## config.mk

```make
export PLATFORM = sky130hd
export DESIGN_NAME = iir_sample_source
export DESIGN_NICKNAME = d
export VERILOG_FILES = /design/src/rtl/iir_sample_source_pkg.sv /design/src/rtl/iir_sample_source_ram.sv /design/src/rtl/iir_sample_source.sv
export SDC_FILE = /design/constraint.sdc
export NUM_CORES = 1
export LEC_CHECK = 0
export CAP_MARGIN = 25
export CORE_MARGIN = 2
export CORE_UTILIZATION = 35
export DETAILED_ROUTE_END_ITERATION = 6
export PLACE_DENSITY_LB_ADDON = 0.1
export SYNTH_ARGS = -nofsm -noshare
export SYNTH_HDL_FRONTEND = slang
export SYNTH_HIERARCHICAL = 1
export SYNTH_SLANG_ARGS = --single-unit
```

## constraint.sdc

```tcl
create_clock -name clk -period 3.8 [get_ports clk]
set_input_delay 0.38 -clock clk [delete_from_list [all_inputs] [get_ports clk]]
set_output_delay 0.38 -clock clk [all_outputs]
set_load 0.01 [all_outputs]
```

## src/rtl/iir_sample_source_pkg.sv

```systemverilog
// Shared definitions for the iir_filter sample source: default widths/depths
// and the playback FSM state type.
package iir_sample_source_pkg;

   localparam int unsigned SRC_NB    = 12;
   localparam int unsigned SRC_DEPTH = 64;
   localparam int unsigned SRC_AW    = 6;
   localparam int unsigned SRC_DRAIN = 16;

   typedef enum logic [2:0] {
      ST_IDLE,
      ST_RUN,
      ST_GAP,
      ST_DRAIN,
      ST_DONE
   } src_state_t;

endpackage

```

## src/rtl/iir_sample_source_ram.sv

```systemverilog
// Sample buffer: DEPTH x (NB+1) register array.
// It has a synchronous write port and a combinational read port, and no reset.
module iir_sample_ram
   import iir_sample_source_pkg::*;
#(
   parameter int unsigned NB    = SRC_NB,
   parameter int unsigned DEPTH = SRC_DEPTH,
   parameter int unsigned AW    = SRC_AW
) (
   input  logic          clk,
   input  logic          we,
   input  logic [AW-1:0] wr_addr,
   input  logic [NB:0]   wr_data,
   input  logic [AW-1:0] rd_addr,
   output logic [NB:0]   rd_data
);

   logic [NB:0] mem [DEPTH];

   // Synchronous write; contents survive reset
   always_ff @(posedge clk) begin
      if (we) begin
         mem[wr_addr] <= wr_data;
      end
   end

   // Combinational read
   always_comb begin
      rd_data = mem[rd_addr];
   end

endmodule

```

## src/rtl/iir_sample_source.sv

```systemverilog
// Stimulus transmitter for the iir_filter vIn/dIn stream. Samples are preloaded
// into a buffer and played out with programmable idle gaps. After a drain window,
// end_sim is raised. Coefficient buses are latched on each accepted start.
module iir_sample_source
   import iir_sample_source_pkg::*;
#(
   parameter int unsigned NB    = SRC_NB,
   parameter int unsigned DEPTH = SRC_DEPTH,
   parameter int unsigned AW    = SRC_AW,
   parameter int unsigned DRAIN = SRC_DRAIN
) (
   input  logic            clk,
   input  logic            rst_n,
   input  logic            wr_en,
   input  logic [AW-1:0]   wr_addr,
   input  logic [NB:0]     wr_data,
   input  logic [AW:0]     len,
   input  logic [3:0]      gap,
   input  logic [3*NB:0]   b_cfg,
   input  logic [2*NB:0]   a_cfg,
   input  logic            start,
   output logic            busy,
   output logic            vOut,
   output logic [NB:0]     dOut,
   output logic [3*NB:0]   b,
   output logic [2*NB:0]   a,
   output logic            end_sim
);

   localparam int unsigned DW      = $clog2(DRAIN + 1);
   localparam logic [AW:0] LEN_MAX = (AW+1)'(DEPTH);

   src_state_t    state;
   logic [AW:0]   len_q;
   logic [AW:0]   idx;
   logic [3:0]    gap_q;
   logic [3:0]    gap_cnt;
   logic [DW-1:0] drain_cnt;

   logic [AW-1:0] rd_addr;
   logic [NB:0]   rd_data;
   logic [NB:0]   first_data;
   logic          wr_ok;
   logic          start_ok;
   logic [AW:0]   len_clamped;

   iir_sample_ram #(
      .NB    (NB),
      .DEPTH (DEPTH),
      .AW    (AW)
   ) u_ram (
      .clk     (clk),
      .we      (wr_ok),
      .wr_addr (wr_addr),
      .wr_data (wr_data),
      .rd_addr (rd_addr),
      .rd_data (rd_data)
   );

   // Launch/write qualification and the read address of the next sample to present.
   // A write to address 0 in the start cycle is forwarded so that playback sees the new data.
   always_comb begin
      wr_ok       = wr_en & ~busy;
      start_ok    = start & ~busy & (len != '0);
      len_clamped = (len > LEN_MAX) ? LEN_MAX : len;
      case (state)
         ST_RUN:  rd_addr = idx[AW-1:0] + AW'(1);
         ST_GAP:  rd_addr = idx[AW-1:0];
         default: rd_addr = '0;
      endcase
      first_data = (wr_ok && (wr_addr == '0)) ? wr_data : rd_data;
   end

   // Playback FSM with registered outputs that track the state being entered
   always_ff @(posedge clk or negedge rst_n) begin
      if (!rst_n) begin
         state     <= ST_IDLE;
         len_q     <= '0;
         idx       <= '0;
         gap_q     <= '0;
         gap_cnt   <= '0;
         drain_cnt <= '0;
         busy      <= 1'b0;
         vOut      <= 1'b0;
         dOut      <= '0;
         b         <= '0;
         a         <= '0;
         end_sim   <= 1'b0;
      end else begin
         case (state)
            ST_IDLE, ST_DONE: begin
               if (start_ok) begin
                  len_q   <= len_clamped;
                  gap_q   <= gap;
                  b       <= b_cfg;
                  a       <= a_cfg;
                  idx     <= '0;
                  gap_cnt <= '0;
                  busy    <= 1'b1;
                  vOut    <= 1'b1;
                  dOut    <= first_data;
                  end_sim <= 1'b0;
                  state   <= ST_RUN;
               end
            end
            ST_RUN: begin
               idx <= idx + (AW+1)'(1);
               if (idx == len_q - (AW+1)'(1)) begin
                  vOut      <= 1'b0;
                  drain_cnt <= DW'(DRAIN - 1);
                  state     <= ST_DRAIN;
               end else if (gap_q != '0) begin
                  vOut    <= 1'b0;
                  gap_cnt <= gap_q - 4'd1;
                  state   <= ST_GAP;
               end else begin
                  vOut <= 1'b1;
                  dOut <= rd_data;
               end
            end
            ST_GAP: begin
               if (gap_cnt == '0) begin
                  vOut  <= 1'b1;
                  dOut  <= rd_data;
                  state <= ST_RUN;
               end else begin
                  gap_cnt <= gap_cnt - 4'd1;
               end
            end
            ST_DRAIN: begin
               if (drain_cnt == '0) begin
                  busy    <= 1'b0;
                  end_sim <= 1'b1;
                  state   <= ST_DONE;
               end else begin
                  drain_cnt <= drain_cnt - DW'(1);
               end
            end
            default: begin
               state <= ST_IDLE;
            end
         endcase
      end
   end

endmodule

```

==> flow_metrics.env <==
export IMPL_synth_cells=1931
export IMPL_holdWs_ns=0.228
export IMPL_die_height_um=330
export IMPL_ys_ff_latch=940
export IMPL_grt_use_total_pct=18.4
export IMPL_startpoint="state[1]"
export IMPL_fin_area_sq_um=45400
export IMPL_p_switching_mw=8.71
export IMPL_synth_area_leaders="edfxtp_1 (67%), mux4_2 (14%), dfrtp_1 (7.3%), nand2_1 (2.4%), mux2i_1 (1.1%)"
export IMPL_synth_nets=2032
export IMPL_r2r_end="dOut[6]"
export IMPL_yosys_cell_types_count=65
export IMPL_r2r_slack_ns=0.13
export IMPL_setup_worst_path_end_class="register"
export IMPL_finalHoldViolations=0
export IMPL_synth_warnings=6
export IMPL_p_seq_share_pct=39.7
export IMPL_dp_final_hpwl_mm=64.5
export IMPL_synthFlopType="edfxtp_1"
export IMPL_wirelength_mm=99.0
export IMPL_grt_pass1_wl_mm=144
export IMPL_pwr_share_clk_pct=30.8
export IMPL_start_util_pct=35.3
export IMPL_finalCritPeriodShare_pct=96.5
export IMPL_wl_per_cell_um=26.0
export IMPL_synth_edf_count=832
export IMPL_tns_ns=0
export IMPL_grt_overflow_total=0
export IMPL_dieArea_sq_um=109000
export IMPL_worst_pin_slew_ns=0.973
export IMPL_pin_count=174
export IMPL_p_leak_nw=15.1
export IMPL_crit_path_end="dOut[6]"
export IMPL_p_int_mw=22.2
export IMPL_cts_made_buffers=102
export IMPL_hp_class="in -> reg"
export IMPL_cts_tree="yes"
export IMPL_critPathMaxFanout=10
export IMPL_fmax_mhz=273
export IMPL_dieWidth_um=330
export IMPL_grt_max_degree=78
export IMPL_clkLatencyLatePin_ns=0.67
export IMPL_place_area_sq_um=41800
export IMPL_worst_r2r_startpoint="state[1]"
export IMPL_avgSynthCellArea_sq_um=19.2
export IMPL_clkSinkCount=940
export IMPL_synth_top_area_share_pct=67.3
export IMPL_setup_violations=0
export IMPL_cp_arrival_ns=4.20
export IMPL_crit_buf_inv=4
export IMPL_dp_cells=3599
export IMPL_nets=2433
export IMPL_cp_slowest_stage_delay_ns=0.59
export IMPL_dr_pass1_iters=5
export IMPL_area_growth_pct=22.2
export IMPL_drc=0
export IMPL_fin_cells=3804
export IMPL_synth_async_reset_ratio_pct=11.5
export IMPL_antenna_left=0
export IMPL_crit_required_ns=4.34
export IMPL_rsz0062_at_grt="false"
export IMPL_cp_slowest_cell="mux4_2"
export IMPL_max_cap_viol_count=0
export IMPL_core_area_sq_um=105000
export IMPL_clock_skew_ns=0.0313
export IMPL_yosysTopAreaCell="edfxtp_1"
export IMPL_final_util_pct=43.1
export IMPL_pwr_share_comb_pct=29.4
export IMPL_numPortBuffers=173
export IMPL_slew_headroom_pct=35.1
export IMPL_routed_via_density=5.22
export IMPL_path_cells="or3b_4 -> o21ai_4 -> buf_12 -> buf_16 -> buf_4 -> mux4_2 -> mux4_2 -> o21ai_1 -> buf_4 -> o31ai_1 -> mux2_2 -> mux2_2"
export IMPL_peakVddDrop_mv=0.403
export IMPL_cp_start_kind="register"
export IMPL_drt_iter0_markers=1573
export IMPL_slew_violations=0
export IMPL_cp_depth=12
export IMPL_timing_worst_setup_path_type="reg -> reg"
export IMPL_gp_congestion=0.782
export IMPL_power_density_nw_per_um2=681
export IMPL_ys_seq_area_share_pct=74.6
export IMPL_grt_pass1_vias=20600
export IMPL_min_period_ns=3.67
export IMPL_cts_clk_slew_worst_paths_ns=0.06
export IMPL_reg2reg_depth=12
export IMPL_antenna_found_initial=8
export IMPL_crit_family="multiplexers"
export IMPL_htreeDepth=3
export IMPL_num_vias=19800
export IMPL_status="complete, no violations"
export IMPL_swShare_pct=28.2
export IMPL_drive_above_1_share_pct=27.4
export IMPL_clockBufferDepth=3
export IMPL_cts_root_buffer="clkbuf_16"
export IMPL_syn_cell_area_sq_um=37100
export IMPL_placementRows=119
sequential cells by signal (all words and copies together) (netlist names):
| register | cells |
|---|---|
| idx | 7 |
| vOut | 1 |
| state | 3 |
| len_q | 7 |
| gap_cnt | 4 |
| b | 37 |
| drain_cnt | 5 |
| a | 25 |
| end_sim | 1 |
| busy | 1 |
| dOut | 13 |
| gap_q | 4 |
| u_ram/mem | 832 |
what timing repair did:
action,4_1_cts,5_1_grt
gates cloned,1,0
buffers inserted,6,12
resized for setup,6,18
pin swaps,1,2
hold endpoints to repair,58,0
hold buffers,1,0
setup endpoints to repair,10,13
cell type report:
type | count | area [sq um]
fillers | 9150 | 59900
flip-flops and latches | 940 | 27700
multi-input cells | 877 | 8940
repair buffers | 402 | 3730
clock buffers | 134 | 2810
well taps | 1391 | 1740
clock inverters | 50 | 420
inverters | 9 | 33.8
diodes | 1 | 2.50
metrics by stage:
stage / total power [mW] / worst slack, ns
final: 30.9 / 0.134
after global routing: 32.4 / 0.000457
after CTS: 31.2 / 0.00354
after detailed placement: 21.4 / -0.173
after global placement: 21.3 / -0.149
after floorplan: 17.7 / 0.00174
logic make-up (layout without fill, tap and decap cells):
kind of cell / Yosys count / count (layout) / share of synthesized area [%]
mux: 296 / 296 / 15.7
compound gates: 133 / 133 / 2.53
flops: 940 / 940 / 74.6
fa+ha+maj: 5 / 5 / 0.169
simple gates: 432 / 432 / 5.09
buf+inv: 114 / 595 / 1.60
other cells: 0 / 1 / 0
xor+xnor: 11 / 11 / 0.297
metal layers:
metal | track usage, % | routed length (um)
met4 | 5.87 | 3030
met1 | 25.8 | 44200
met5 | 0 | 48
met2 | 29.1 | 46100
met3 | 3.42 | 5630
cell usage in the layout (no fill, tap or decap), types with 7 or more instances in the layout:
| cell type | netlist | final |
|---|---|---|
| clkbuf_1 | 47 | 24 |
| mux2i_1 | 42 | 42 |
| clkbuf_16 | 0 | 107 |
| nor2b_1 | 25 | 23 |
| buf_12 | 0 | 17 |
| clkinv_1 | 1 | 21 |
| nand3_1 | 10 | 10 |
| xor2_1 | 7 | 7 |
| nand3b_1 | 13 | 13 |
| nand2_1 | 242 | 240 |
| dfrtp_1 | 108 | 108 |
| o31ai_1 | 8 | 8 |
| nand2b_1 | 10 | 10 |
| a211oi_1 | 13 | 12 |
| o21ai_1 | 7 | 7 |
| buf_4 | 17 | 201 |
| clkinv_2 | 0 | 15 |
| edfxtp_1 | 832 | 832 |
| buf_2 | 26 | 13 |
| mux4_2 | 223 | 223 |
| nand4_1 | 7 | 7 |
| o21ai_0 | 21 | 18 |
| mux2_2 | 22 | 22 |
| nor2_1 | 89 | 89 |
| clkdlybuf4s50_1 | 0 | 159 |
| o221ai_1 | 16 | 14 |
| inv_1 | 8 | 8 |
| a22oi_1 | 10 | 8 |
| mux2_4 | 9 | 9 |
| a21oi_1 | 20 | 20 |
power by group through the flow:
stage	registers (mW)	clock network, mW	logic [mW]
6_report	12.3	9.53	9.10
5_1_grt	12.3	10.2	9.81
4_1_cts	12.3	9.80	9.10
3_3_place_gp	12.5	0	8.85
2_1_floorplan	12.5	0	5.14
3_5_place_dp	12.5	0	8.90
cell usage after synthesis, types with 4 or more instances:
cell type,instances
mux2_4,9
buf_2,26
and3_1,4
nand3b_1,13
buf_1,5
o21ai_1,7
inv_1,8
nor3_1,8
mux4_2,223
xor2_1,7
o21ai_0,21
ha_1,5
o22ai_1,6
mux2_2,22
mux2i_1,42
buf_6,9
nand2_1,242
nand3_1,10
nor2_1,89
dfrtp_1,108
o221ai_1,16
nor2b_1,25
nand2b_1,10
buf_4,17
nand4_1,7
clkbuf_1,47
a21oi_1,20
nor4_1,4
edfxtp_1,832
o31ai_1,8
a211oi_1,13
a22oi_1,10
how the worst min path moves through the flow:
stage	from	end	slack, ns	cells after the start
CTS	wr_data[9]	u_ram/mem[26][9]	0.18	1
floorplan	rst_n	a[0]	0.08	0
global placement	b[0]	b[0]	0.46	2
global route	wr_data[9]	u_ram/mem[12][9]	0.20	1
detailed placement	a[7]	a[7]	0.46	2
finish	wr_data[9]	u_ram/mem[12][9]	0.23	1
Power figures use the tool's default switching activity.
